`config.mk`:
```
export PLATFORM = sky130hd
export DESIGN_NAME = exu_flush_ctrl
export DESIGN_NICKNAME = d
export VERILOG_FILES = /design/src/rtl/exu_flush_ctrl_pkg.sv /design/src/rtl/exu_flush_ctrl.sv
export SDC_FILE = /design/constraint.sdc
export NUM_CORES = 1
export LEC_CHECK = 0
export CAP_MARGIN = 40
export CORE_MARGIN = 3
export CORE_UTILIZATION = 49
export CTS_CLUSTER_DIAMETER = 200
export DETAILED_ROUTE_END_ITERATION = 12
export PLACE_DENSITY = 0.91
export SLEW_MARGIN = 20
export SYNTH_ARGS = -nofsm -noshare
export SYNTH_HDL_FRONTEND = slang
export SYNTH_SLANG_ARGS = --single-unit
```
`constraint.sdc`:
```
create_clock -name clk -period 2.7 [get_ports clk]
set_clock_uncertainty 0.05 [all_clocks]
set_input_delay 0.27 -clock clk [delete_from_list [all_inputs] [get_ports clk]]
set_output_delay 0.27 -clock clk [all_outputs]
set_load 0.02 [all_outputs]
```
`src/rtl/exu_flush_ctrl_pkg.sv`:
```
// Shared types and widths for the EXU flush sequencer.
`ifndef PC_SIZE
`define PC_SIZE 32
`endif
`ifndef XLEN
`define XLEN 32
`endif
`ifndef FLUSH_SRC_BRCH
`define FLUSH_SRC_BRCH 1'b0
`endif
`ifndef FLUSH_SRC_EXCP
`define FLUSH_SRC_EXCP 1'b1
`endif

package exu_flush_ctrl_pkg;

    localparam int unsigned PC_W = `PC_SIZE;

    typedef enum logic {
        ST_IDLE = 1'b0,
        ST_REQ  = 1'b1
    } flush_state_e;

endpackage

```
`src/rtl/exu_flush_ctrl.sv`:
```
// Arbitrates mispredict and exception flushes, holds one outstanding flush
// toward the IFU until acknowledged, and counts accepted flushes per source.
`ifndef PC_SIZE
`define PC_SIZE 32
`endif
`ifndef FLUSH_SRC_BRCH
`define FLUSH_SRC_BRCH 1'b0
`endif
`ifndef FLUSH_SRC_EXCP
`define FLUSH_SRC_EXCP 1'b1
`endif

module exu_flush_ctrl
    import exu_flush_ctrl_pkg::*;
#(
    parameter int unsigned CNT_W = 16
) (
    input  logic                 clk,
    input  logic                 rst_n,
    input  logic                 brchmis_flush_req,
    input  logic [`PC_SIZE-1:0]  brchmis_flush_add_op1,
    input  logic [`PC_SIZE-1:0]  brchmis_flush_add_op2,
    output logic                 brchmis_flush_ack,
    input  logic                 excp_flush_req,
    input  logic [`PC_SIZE-1:0]  excp_flush_pc,
    output logic                 excp_flush_ack,
    output logic                 ifu_flush_req,
    output logic [`PC_SIZE-1:0]  ifu_flush_pc,
    output logic                 ifu_flush_src,
    input  logic                 ifu_flush_ack,
    output logic                 flush_kill,
    output logic                 flush_busy,
    output logic [CNT_W-1:0]     brchmis_cnt,
    output logic [CNT_W-1:0]     excp_cnt
);

    flush_state_e          r_state;
    flush_state_e          w_state_nxt;
    logic [`PC_SIZE-1:0]   r_pc;
    logic                  r_src;
    logic [CNT_W-1:0]      r_brch_cnt;
    logic [CNT_W-1:0]      r_excp_cnt;

    logic [`PC_SIZE-1:0]   w_brch_tgt;
    logic                  w_excp_acc;
    logic                  w_brch_acc;

    // Carry out of the target add is intentionally dropped.
    assign w_brch_tgt = brchmis_flush_add_op1 + brchmis_flush_add_op2;

    always_comb begin
        w_state_nxt = r_state;
        w_excp_acc  = 1'b0;
        w_brch_acc  = 1'b0;
        unique case (r_state)
            ST_IDLE: begin
                if (excp_flush_req) begin
                    w_excp_acc  = 1'b1;
                    w_state_nxt = ST_REQ;
                end else if (brchmis_flush_req) begin
                    w_brch_acc  = 1'b1;
                    w_state_nxt = ST_REQ;
                end
            end
            ST_REQ: begin
                if (ifu_flush_ack) begin
                    w_state_nxt = ST_IDLE;
                end
            end
            default: w_state_nxt = ST_IDLE;
        endcase
    end

    always_ff @(posedge clk or negedge rst_n) begin
        if (!rst_n) begin
            r_state <= ST_IDLE;
            r_pc    <= '0;
            r_src   <= `FLUSH_SRC_BRCH;
        end else begin
            r_state <= w_state_nxt;
            if (w_excp_acc) begin
                r_pc  <= excp_flush_pc;
                r_src <= `FLUSH_SRC_EXCP;
            end else if (w_brch_acc) begin
                r_pc  <= w_brch_tgt;
                r_src <= `FLUSH_SRC_BRCH;
            end
        end
    end

    always_ff @(posedge clk or negedge rst_n) begin
        if (!rst_n) begin
            r_brch_cnt <= '0;
            r_excp_cnt <= '0;
        end else begin
            if (w_brch_acc && (r_brch_cnt != '1)) begin
                r_brch_cnt <= r_brch_cnt + CNT_W'(1);
            end
            if (w_excp_acc && (r_excp_cnt != '1)) begin
                r_excp_cnt <= r_excp_cnt + CNT_W'(1);
            end
        end
    end

    assign brchmis_flush_ack = w_brch_acc;
    assign excp_flush_ack    = w_excp_acc;
    assign flush_kill        = w_brch_acc | w_excp_acc;
    assign ifu_flush_req     = (r_state == ST_REQ);
    assign flush_busy        = (r_state != ST_IDLE);
    assign ifu_flush_pc      = r_pc;
    assign ifu_flush_src     = r_src;
    assign brchmis_cnt       = r_brch_cnt;
    assign excp_cnt          = r_excp_cnt;

endmodule

```
==> results.toml <==
[sta]
fin_ws_ns = 0.0403
finalCriticalPeriod_ns = 2.66
fmax_mhz = 376
tightest_slew_ns = 0.494
max_slew_margin_pct = 67.1
whs_ns = 0.378
final_max_slew_viol_count = 0
setup_viol = 0
final.setup.tns_ns = 0
hold_violations = 0
fin_crit_sh_pct = 98.5
grt_setup_unrepaired = "false"

[place]
dp_slack_ns = -0.328
place.gp.congestion = 0.938
dpl.hpwl_um = 12100
postPlaceCellArea_um2 = 6580
io_buffers = 170
dp_cells = 795

[cts]
ctsLongestPathBuffers = 2
cts_tree = "yes"
clkTransAtPathRegs_ns = 0.08
post_cts_buffers = 0
clkLatencyLatePin_ns = 0.34
cts_inserted_buffers = 9
tritoncts_num_sinks = 66
cts-root-buf = "clkbuf_8"
h-tree-depth = 3

[power]
sequentialPowerShare_pct = 32.1
swShare_pct = 38.4
power_density_nw_per_um2 = 672
total_power_mw = 4.59
peakVddDrop_uv = 328
p_clk_share_pct = 20.6
p_int_mw = 2.83
pwr-share-comb_pct = 47.2
p_sw_mw = 1.76
leakagePower_nw = 3.00

[logic_synthesis]
synth-seq-area-share_pct = 36.0
yosysUniqueCellTypes = 59
synth_area_um2 = 4590
synth-seq-cells = 66
synthCells = 503
synthFlopType = "dfrtp_1"
syn_area_per_cell_um2 = 9.12
synthesis.nets = 638
synth_edf_count = 0
ys_async_sr_fraction_pct = 100
synth_warnings = 0

[final_layout]
fillers = 634
layout_common_cells = "169 x clkdlybuf4s50_1, 66 x dfrtp_1, 49 x nand2_1"
area_growth_pct = 48.9
final_area_um2 = 6830
final_common_cell = "clkdlybuf4s50_1"
drive_gt1_share_pct = 10.1
finalNonFillerCells = 812
nets = 834
final_util_pct = 76.8
diodes = 0

[routing]
drt_iter0_drc = 301
drtPass1Iterations = 5
ant_nets = 0
avgRoutedWirePerCell_um = 18.6
routed_wl_um = 15100
vias = 4875
viasPerCell = 6.00
drc = 0

[global_route]
gr-usage-all-layers_pct = 28.8
grt_pass1_vias = 4928
overflow = 0
grt_pass1_wl_um = 23900
grt_max_degree = 24
antenna_found_initial = 0

[floorplanning]
chipHeight_um = 103
core_area_um2 = 8890
start_util_pct = 51.6
die_x_um = 103
dieArea_um2 = 10600
fp-row-count = 34
ios = 171

[critical_path]
worstSetupEndpointType = "register"
worstSetupPathType = "in2reg"
crit_slowest_cell = "clkdlybuf4s50_1"
cpPeakStageDelay_ns = 0.41
worstPathArrival_ns = 2.83
path_cells = "clkdlybuf4s50_1, ha_1, fa_2, a21oi_2, o21ai_1, a21o_4, a311oi_4, nor3_2, nor2_2, mux2i_1, o211ai_2"
startpoint_type = "input pin"
crit_path_max_fanout = 3
worstPathRequired_ns = 2.87

[status]
outcome = "complete, no violations"

[job]
max-cap-violations = 0

[min_path]
min_path_type = "in2async"
==> cell families (layout without fill, tap and decap cells) <==
kind of cell             count (synthesis)  count (layout)  synth area share [%]
buffers and inverters                   31             232                  2.86
AND/OR/NAND/NOR                        140             140                  14.9
AO/OA/AOI/OAI                          170             170                  24.8
flip-flops                              66              66                  36.0
multiplexers                             4               4                 0.900
adder cells (fa/ha/maj)                 34              34                  9.44
XOR/XNOR                                58              58                  11.1
==> layout make-up <==
type	instances	area (um2)	share of cell area, %
inverter	12	45.0	0.659
clock inverter	7	101	1.48
sequential	66	1650	24.2
timing repair buffer	204	1950	28.6
multi-input combinational	406	2820	41.3
clock buffer	9	124	1.81
tap	108	135	1.98
==> synthesized netlist by cell type, drive strengths merged, types with 7 or more instances <==
library cell	number	area, um2
dfrtp	66	1650
xor2	24	210
xnor2	34	298
o21ai	32	164
a22oi	17	128
o21a	7	52.6
ha	33	413
a21oi	42	221
and3	14	87.6
a21o	16	128
nand2	49	184
a31oi	8	50.1
o22ai	20	125
nor2	23	88.8
nand4	8	50.1
nand3	25	125
inv	11	41.3
clkbuf	13	48.8
==> sequential cells by signal, summed over array words and instances (netlist names) <==
| name | count |
|---|---|
| brchmis_cnt | 16 |
| excp_cnt | 16 |
| flush_busy | 1 |
| ifu_flush_pc | 32 |
| ifu_flush_src | 1 |
==> power by group through the flow <==
stage	sequential, mW	combinational (mW)	clock [mW]
CTS	1.47	2.16	0.944
floorplan	1.79	0.782	0
finish	1.48	2.17	0.947
detailed placement	1.49	2.15	0
global placement	1.48	2.09	0
global route	1.51	2.32	0.990
==> worst paths after layout <==
kind | from | end | slack [ns] | cells past startpoint
max | brchmis_flush_add_op1[0] | ifu_flush_pc[30]$_DFFE_PN0P_ | 0.04 | 11
min | rst_n | excp_cnt[10]$_DFFE_PN0P_ | 0.38 | 2
max reg2reg | brchmis_cnt[4]$_DFFE_PN0P_ | brchmis_cnt[13]$_DFFE_PN0P_ | 0.48 | 8
min reg2reg | brchmis_cnt[8]$_DFFE_PN0P_ | brchmis_cnt[8]$_DFFE_PN0P_ | 0.45 | 1
max in group asynchronous | rst_n | ifu_flush_pc[16]$_DFFE_PN0P_ | 1.50 | 3
min in group clk | excp_flush_pc[0] | ifu_flush_pc[0]$_DFFE_PN0P_ | 0.44 | 3
==> critical path: cells and delay by family <==
kind	cells	cell delay [ns]
AO/OA/AOI/OAI	5	0.97
buffers and inverters	1	0.41
adder cells (fa/ha/maj)	2	0.64
multiplexers	1	0.26
AND/OR/NAND/NOR	2	0.28
==> per-layer routing <==
layer / wire length [um] / track usage, %
met3: 1240 / 5.89
met1: 5730 / 34.1
met2: 7480 / 50.7
met4: 624 / 11.8
met5: 0 / 0
==> timing repair <==
action / CTS / global route
endpoints found under the hold margin: 21 / 0
endpoints found under the setup margin: 0 / 5
gates resized for setup: 0 / 4
hold buffers: 1 / 0
Power figures use the tool's default switching activity.
